==> src/rtl/hdmi_pkg.sv <==
// Shared HDMI period definitions: TMDS mode codes, preamble patterns
// and period lengths used by the scheduler, encoders and assembler.
package hdmi_pkg;

  typedef enum logic [2:0] {
    MODE_CONTROL      = 3'd0,
    MODE_VIDEO        = 3'd1,
    MODE_VIDEO_GUARD  = 3'd2,
    MODE_ISLAND_DATA  = 3'd3,
    MODE_ISLAND_GUARD = 3'd4
  } mode_t;

  typedef enum logic [2:0] {
    S_CTRL,
    S_VID_PRE,
    S_VID_GB,
    S_VIDEO,
    S_DI_PRE,
    S_DI_LGB,
    S_DI_DATA,
    S_DI_TGB
  } period_t;

  localparam logic [3:0] PREAMBLE_VIDEO  = 4'b0001;
  localparam logic [3:0] PREAMBLE_ISLAND = 4'b0101;

  localparam int PREAMBLE_LEN    = 8;
  localparam int GUARD_LEN       = 2;
  localparam int PACKET_LEN      = 32;
  localparam int MIN_CTRL_PERIOD = 12;

  // Lead needed before video to fit preamble and leading guard band.
  localparam int VIDEO_LEAD = PREAMBLE_LEN + GUARD_LEN;

  // Lead needed to start an island and still leave a full control period.
  localparam int ISLAND_LEAD =
    PREAMBLE_LEN + 2 * GUARD_LEN + PACKET_LEN + MIN_CTRL_PERIOD;

  // Lead at the last data pixel needed to append one more packet.
  localparam int NEXT_PKT_LEAD =
    PACKET_LEN + GUARD_LEN + MIN_CTRL_PERIOD + 1;

endpackage

==> src/rtl/hdmi_period_scheduler.sv <==
// Per-pixel HDMI period sequencer: picks control, video or data-island
// periods and drives the TMDS mode bus and CTL preamble bits.
module hdmi_period_scheduler
  import hdmi_pkg::*;
#(
  parameter int MAX_PACKETS  = 18,
  parameter int MIN_CTRL_RUN = 4,
  parameter int CTV_WIDTH    = 12,
  parameter bit DVI_OUTPUT   = 1'b0
) (
  input  logic                 clk_pixel,
  input  logic                 reset,
  input  logic                 de,
  input  logic [CTV_WIDTH-1:0] cycles_to_video,
  input  logic                 packet_valid,
  output logic [2:0]           mode,
  output logic [3:0]           ctl,
  output logic                 packet_start,
  output logic [4:0]           pixel_index,
  output logic                 sched_error
);

  localparam int RUN_W = $clog2(MIN_CTRL_RUN + 1);

  localparam logic [CTV_WIDTH-1:0] VID_LEAD =
    CTV_WIDTH'(VIDEO_LEAD);
  localparam logic [CTV_WIDTH-1:0] ISL_LEAD =
    CTV_WIDTH'(ISLAND_LEAD);
  localparam logic [CTV_WIDTH-1:0] PKT_LEAD =
    CTV_WIDTH'(NEXT_PKT_LEAD);

  localparam logic [RUN_W-1:0] RUN_MIN = RUN_W'(MIN_CTRL_RUN);
  localparam logic [4:0] PKT_MAX  = 5'(MAX_PACKETS);
  localparam logic [4:0] PRE_LAST = 5'(PREAMBLE_LEN - 1);
  localparam logic [4:0] GB_LAST  = 5'(GUARD_LEN - 1);
  localparam logic [4:0] PKT_LAST = 5'(PACKET_LEN - 1);

  period_t          st;
  period_t          st_n;
  period_t          cur;
  logic [4:0]       phase;
  logic [4:0]       phase_n;
  logic [4:0]       pkt_cnt;
  logic [4:0]       pkt_cnt_n;
  logic [RUN_W-1:0] run;
  logic [RUN_W-1:0] run_n;
  logic             err_n;
  mode_t            mode_d;
  logic [3:0]       ctl_d;
  logic             ps_d;
  logic [4:0]       pix_d;

  // Decide the period of the pixel sampled this cycle.
  always_comb begin
    cur   = st;
    err_n = sched_error;
    if (DVI_OUTPUT) begin
      cur = de ? S_VIDEO : S_CTRL;
    end else begin
      if (st == S_VIDEO && !de)
        cur = S_CTRL;
      if (de && st != S_VIDEO) begin
        cur   = S_VIDEO;
        err_n = 1'b1;
      end else if (cur == S_CTRL) begin
        if (cycles_to_video == VID_LEAD)
          cur = S_VID_PRE;
        else if (packet_valid && run >= RUN_MIN &&
                 cycles_to_video >= ISL_LEAD)
          cur = S_DI_PRE;
      end
    end
  end

  // Advance phase/packet/run counters and build the pixel's outputs.
  always_comb begin
    st_n      = cur;
    phase_n   = 5'd0;
    pkt_cnt_n = pkt_cnt;
    run_n     = '0;
    mode_d    = MODE_CONTROL;
    ctl_d     = 4'b0000;
    ps_d      = 1'b0;
    pix_d     = 5'd0;
    unique case (cur)
      S_CTRL: begin
        run_n = (run >= RUN_MIN) ? run : run + RUN_W'(1);
      end
      S_VIDEO: begin
        mode_d = MODE_VIDEO;
      end
      S_VID_PRE: begin
        ctl_d = PREAMBLE_VIDEO;
        if (phase == PRE_LAST) st_n = S_VID_GB;
        else phase_n = phase + 5'd1;
      end
      S_VID_GB: begin
        mode_d = MODE_VIDEO_GUARD;
        if (phase == GB_LAST) st_n = S_VIDEO;
        else phase_n = phase + 5'd1;
      end
      S_DI_PRE: begin
        ctl_d     = PREAMBLE_ISLAND;
        pkt_cnt_n = 5'd0;
        if (phase == PRE_LAST) st_n = S_DI_LGB;
        else phase_n = phase + 5'd1;
      end
      S_DI_LGB: begin
        mode_d = MODE_ISLAND_GUARD;
        if (phase == GB_LAST) st_n = S_DI_DATA;
        else phase_n = phase + 5'd1;
      end
      S_DI_DATA: begin
        mode_d = MODE_ISLAND_DATA;
        pix_d  = phase;
        ps_d   = (phase == 5'd0);
        if (phase == 5'd0)
          pkt_cnt_n = pkt_cnt + 5'd1;
        if (phase == PKT_LAST) begin
          if (packet_valid && pkt_cnt < PKT_MAX &&
              cycles_to_video >= PKT_LEAD)
            st_n = S_DI_DATA;
          else
            st_n = S_DI_TGB;
        end else begin
          phase_n = phase + 5'd1;
        end
      end
      S_DI_TGB: begin
        mode_d = MODE_ISLAND_GUARD;
        if (phase == GB_LAST) st_n = S_CTRL;
        else phase_n = phase + 5'd1;
      end
      default: ;
    endcase
  end

  // Scheduler state and registered outputs, one pixel behind inputs.
  always_ff @(posedge clk_pixel or posedge reset) begin
    if (reset) begin
      st           <= S_CTRL;
      phase        <= 5'd0;
      pkt_cnt      <= 5'd0;
      run          <= '0;
      mode         <= 3'd0;
      ctl          <= 4'b0000;
      packet_start <= 1'b0;
      pixel_index  <= 5'd0;
      sched_error  <= 1'b0;
    end else begin
      st           <= st_n;
      phase        <= phase_n;
      pkt_cnt      <= pkt_cnt_n;
      run          <= run_n;
      mode         <= mode_d;
      ctl          <= ctl_d;
      packet_start <= ps_d;
      pixel_index  <= pix_d;
      sched_error  <= err_n;
    end
  end

endmodule

==> config.mk <==
export PLATFORM = sky130hd
export DESIGN_NAME = hdmi_period_scheduler
export DESIGN_NICKNAME = d
export VERILOG_FILES = /design/src/rtl/hdmi_pkg.sv /design/src/rtl/hdmi_period_scheduler.sv
export SDC_FILE = /design/constraint.sdc
export NUM_CORES = 1
export LEC_CHECK = 0
export ABC_AREA = 1
export BUFFER_PORTS_ARGS = -buffer_cell sky130_fd_sc_hd__buf_2
export CAP_MARGIN = 20
export CORE_AREA = 2 2 60 62
export CTS_CLUSTER_SIZE = 16
export DETAILED_ROUTE_END_ITERATION = 16
export DIE_AREA = 0 0 62 64
export GPL_TIMING_DRIVEN = 0
export PLACE_DENSITY = 0.7
export SLEW_MARGIN = 15
export SYNTH_ARGS = -nofsm -noshare
export SYNTH_HDL_FRONTEND = slang
export SYNTH_SLANG_ARGS = --single-unit
==> constraint.sdc <==
create_clock -name clk_pixel -period 2 [get_ports clk_pixel]
set_clock_uncertainty 0.2 [all_clocks]
set_input_delay 0.4 -clock clk_pixel [delete_from_list [all_inputs] [get_ports clk_pixel]]
set_output_delay 0.4 -clock clk_pixel [all_outputs]
set_load 0.05 [all_outputs]
# --- Word level (Yosys, flattened, before mapping) ---
# Cells that the tools add are included.
totals:
  output_inout_bits: 14
  word_cells: 71
  ff_bits: 30
  input_bits: 16
op_classes:
  add_sub_neg: 3
  n_reduce_logical: 15
  n_eq_ne: 15
  mux: 25
  n_lt_le_gt_ge: 4
op_table:
  columns: ["op", "n"]
  rows:
  - ["3-bit two-way mux", 13]
  - ["5-bit two-way mux", 5]
  - ["12-bit by 6-bit >= comparator with 1-bit output, second input constant", 2]
  - ["3-bit one-hot mux with 6 select lines", 1]
  - ["5-bit one-hot mux with 3 select lines", 1]
  - ["12-bit by 4-bit == test with 1-bit output, second input constant", 1]
  - ["3-bit == test, second input constant", 4]
  - ["3-bit one-hot mux with 4 select lines", 1]
  - ["5-bit by 1-bit adder with 5-bit output, second input constant", 2]
  - ["5-bit one-hot mux with 2 select lines", 1]
  - ["3-bit by 2-bit == test with 1-bit output, second input constant", 3]
  - ["1-bit logical AND", 6]
  - ["3-bit logical NOT", 2]
  - ["3-bit one-hot mux with 2 select lines", 1]
  - ["5-bit by 1-bit == test with 1-bit output, second input constant", 1]
  - ["5-bit by 3-bit == test with 1-bit output, second input constant", 1]
  - ["5-bit == test, second input constant", 1]
  - ["5-bit logical NOT", 1]
  - ["5-bit < comparator, second input constant", 1]
  - ["2-bit inequality test, second input constant", 2]
  - ["2-bit OR reduction", 2]
  - ["3-bit by 1-bit adder with 3-bit output, second input constant", 1]
  - ["3-bit by 1-bit == test with 1-bit output, second input constant", 1]
  - ["3-bit >= comparator, second input constant", 1]
  - ["other kinds (6)", 7]

# --- Logic depth before layout (Yosys ltp) ---
depth:
  ltp_word: 10
  mapped_depth: 13
  ltp_nobuf: 13

# --- Worst setup path before layout ---
# Ideal clock, no wire load.
synth_path:
  path_type: "register to register"
  start: "register st[2]"
  end: "register pkt_cnt[0]"
  stages_incl_launch_ff: 13
  arrival_ns: 1.446
  required_ns: 1.683
  setup_slack_ns: 0.237
  path_buffers: 1
  synth_period_minus_slack_ns: 1.763
  setup_time_ns: 0.117
  cell_sequence: "dfrtp_1 > inv_2 > nand2_1 > o21ai_2 > nand2_1 > inv_2 > nand3_1 > nand2_2 > nand2_2 > or2_1 > buf_2 > nand3_1 > nand2_1"
synth_between:
  elab_chain_cells: 10
  word_cells_on_any_way: 16
  classes_between: "eq/ne: 5; mux: 6; reduce/logical: 5"
synth_lines:
  columns: ["item", "line", "text"]
  rows:
  - ["start: declaration", "hdmi_period_scheduler.sv:38", "period_t st;"]
  - ["start signal: assignment", "hdmi_period_scheduler.sv:151", "st <= st_n;"]
  - ["3-bit by 2-bit == test with 1-bit output", "hdmi_period_scheduler.sv:60", "if (st == S_VIDEO && !de)"]
  - ["1-bit logical AND", "hdmi_period_scheduler.sv:60", null]
  - ["3-bit two-way mux", "hdmi_period_scheduler.sv:60", null]
  - ["3-bit two-way mux", "hdmi_period_scheduler.sv:68", "else if (packet_valid && run >= RUN_MIN &&"]
  - ["3-bit two-way mux", "hdmi_period_scheduler.sv:66", "if (cycles_to_video == VID_LEAD)"]
  - ["3-bit two-way mux", "hdmi_period_scheduler.sv:65", "end else if (cur == S_CTRL) begin"]
  - ["3-bit two-way mux *", "hdmi_period_scheduler.sv:62", "if (de && st != S_VIDEO) begin"]
  - ["3-bit == test", "hdmi_period_scheduler.sv:85", "unique case (cur)"]
  - ["2-bit inequality test (no source line) / 2-bit nonzero test (equally long branches)", null, null]
  - ["2-bit AND reduction (no source line)", null, null]
  - ["end signal: assignment", "hdmi_period_scheduler.sv:153", "pkt_cnt <= pkt_cnt_n;"]
  - ["end: declaration", "hdmi_period_scheduler.sv:43", "logic [4:0] pkt_cnt;"]
# Every way passes the cells marked *; elsewhere a longest branch is shown, timed or not.
# A chain may end at the register's enable or synchronous reset.

# --- Worst setup path after layout ---
layout_path:
  start: "register st[2]"
  end: "register pkt_cnt[4]"
# Same word-level chain as after synthesis.

==> flow_summary.yaml <==
outcome:
  status: "finished clean"
layout:
  syn2layout_area_growth_pct: 26.4
  filler_cell_count: 279
  final_common_cell: "nand3_1"
  regArea_um2: 701
  fin_nets: 263
  num_antenna_cells: 0
  multiInputGateArea_um2: 798
  drive_gt1_share_pct: 27.2
  mostFrequentLayoutCells: "nand3_1, nor2_1, nand2_1"
routing:
  wl_met3_um: 110
  drcViolationCount: 0
  viasPerCell: 4.77
  top_layer: "met4"
  vias: 1360
  route.met2.wl_um: 1440
  ant_nets: 0
  drt-met1-wl_um: 1380
  drt-total-wl_um: 2940
  avgRoutedWirePerCell_um: 10.3
  firstDrtPassIters: 4
  drt_iter0_markers: 95
critical_path:
  r2r_end: "pkt_cnt[4]$_DFFE_PP0P_"
  cp_slowest_cell: "dfrtp_1"
  r2r_start: "st[2]$_DFF_PP0_"
  crit_required_ns: 2.06
  crit_buf_inv: 3
  endpoint: "pkt_cnt[4]$_DFFE_PP0P_"
  path_cells: "inv_2, nand2_4, o21ai_2, nand2_1, inv_2, nand3_2, nand2_4, nand2_4, or2_1, buf_6, nand2_8, nand2_1, nand2_1"
  cp.arrival_ns: 1.98
  cp_max_fo: 7
  max_stage_delay_ns: 0.40
  cp-end-kind: "flop"
  start_kind: "flop"
  reg2regPathDepth: 13
  path_delay_family: "simple AND/OR/NAND/NOR gates"
  critPathLaunch: "st[2]$_DFF_PP0_"
  regToRegSetupSlack_ns: 0.09
  crit_type: "flop to flop"
  critical_path_depth: 13
timing:
  finalCritPeriodShare_pct: 95.6
  hold_viol_final: 0
  drv_slew: 0
  fin_crit_ns: 1.91
  setup_viol: 0
  rsz0062_at_grt: "yes"
  whs_ns: 0.201
  tns_ns: 0
  tightest_slew_ns: 0.517
  fmax_mhz: 523
  slew_headroom_pct: 65.4
clock_tree:
  clk_latency_ns: 0.32
  cts.sinks: 28
  cts_root_buf: "clkbuf_4"
  cts-buffers-inserted: 3
  cts-htree-levels: 1
  cts_buffer_depth: 2
  path_clk_slew_ns: 0.14
  cts_tree: "built"
place:
  dp_hpwl_um: 2240
  gp_congestion: 0.805
  io_buffers: 27
floorplan:
  initial_utilization_pct: 47.9
  die_h_um: 64
  die_area_um2: 3970
  core_area_um2: 3280
  rows: 21
  ios: 30
  die_w_um: 62
synth:
  synth_area_um2: 1570
  syn_inst: 199
  synth.distinct_cells: 28
  synth_edf_count: 0
  ys_seq_elements: 28
  synth-async-reset-ratio_pct: 100
  yosys_warnings: 0
  yosysSeqAreaShare_pct: 44.6
  synthFlopType: "dfrtp_1"
  syn_area_per_cell_um2: 7.90
grt:
  antenna_found_initial: 0
  overflow: 0
  grt_use_total_pct: 17.3
  grt_max_degree: 29
  grt_pass1_wl_um: 5380
  grt_pass1_vias: 1266
hold_path:
  whs_path_depth: 2
  hp-class: "input port to flop"
pwr:
  power_density_nw_per_um2: 604
  peakVddDrop_mv: 0.403
  total_leakage_power_nw: 1.11
run:
  max_cap_violations: 0
[flip-flops by register name, indices dropped and copies added (netlist names)]
register	flops
ctl	2
mode	3
packet_start	1
phase	5
pixel_index	5
pkt_cnt	5
run	3
sched_error	1
st	3
[how the worst min path moves through the flow]
stage	slack (ns)	to	from
floorplan	0.27	ctl[0]$_DFF_PP0_	reset
CTS	0.13	pixel_index[2]$_DFF_PP0_	reset
global route	0.19	mode[1]$_DFF_PP0_	de
detailed placement	0.25	sched_error$_DFFE_PP0P_	sched_error$_DFFE_PP0P_
finish	0.20	mode[1]$_DFF_PP0_	de
global placement	0.25	sched_error$_DFFE_PP0P_	sched_error$_DFFE_PP0P_
[what timing repair did]
action,CTS,global route
gates resized for setup,0,19
hold endpoints to repair,0,6
hold buffers,0,1
buffers inserted,0,5
setup endpoints to repair,0,11
[power by group]
group	total, mW	switching, mW	internal (mW)
Sequential	0.623	0.0283	0.594
Clock	0.358	0.155	0.203
Combinational	0.221	0.140	0.0803
[per-stage QoR]
| step | power (mW) | instance area (um2) | util, % | setup WS, ns | std cells |
|---|---|---|---|---|---|
| 2_1_floorplan | 0.778 | 1580 | - | 0.237 | 200 |
| 3_3_place_gp | 0.830 | 1770 | 53.9 | -0.0360 | 273 |
| 3_5_place_dp | 0.835 | 1770 | 53.9 | -0.0433 | 273 |
| 4_1_cts | 1.20 | 1820 | 55.5 | 0.0633 | 277 |
| 5_1_grt | 1.28 | 1990 | 60.5 | -0.0511 | 285 |
| 6_report | 1.20 | 1990 | 60.5 | 0.0879 | 285 |
[layer usage]
layer | vias to the layer above | track usage (%)
met5 | - | 0
met3 | 2 | 2.43
met4 | 0 | 3.99
met2 | 23 | 27.9
li1 | 711 | -
met1 | 624 | 24.2
[synth_stat cells, drive strengths merged, types with 2 or more instances]
| master | count | area share (%) |
|---|---|---|
| a21oi | 3 | 0.95 |
| buf | 4 | 2.0 |
| dfrtp | 28 | 45 |
| ha | 7 | 5.6 |
| inv | 28 | 6.7 |
| nand2 | 39 | 11 |
| nand3 | 36 | 11 |
| nand4 | 6 | 2.4 |
| nor2 | 30 | 7.3 |
| o21ai | 3 | 1.7 |
| o31ai | 2 | 0.95 |
| or2 | 2 | 0.80 |
| xor2 | 3 | 1.7 |
[kinds of logic after synthesis]
group	count (synthesis)	share of synthesized area, %
other	1	0.238
AOI/OAI and AO/OA	10	4.46
xor gates and xnor gates	4	2.23
buffers and inverters	34	9.15
adders and majority gates	7	5.57
DFF	28	44.6
and+or+nand+nor	115	33.8
[layout make-up]
type | count | share of cell area (%)
clock buffer | 3 | 1.13
inverter | 29 | 5.48
timing repair buffer | 35 | 11.5
sequential | 28 | 35.2
clock inverter | 1 | 1.51
buffer | 5 | 2.14
multi-input combinational | 138 | 40.2
tap | 46 | 2.89
Note: power is estimated with default switching activity, not from simulation.
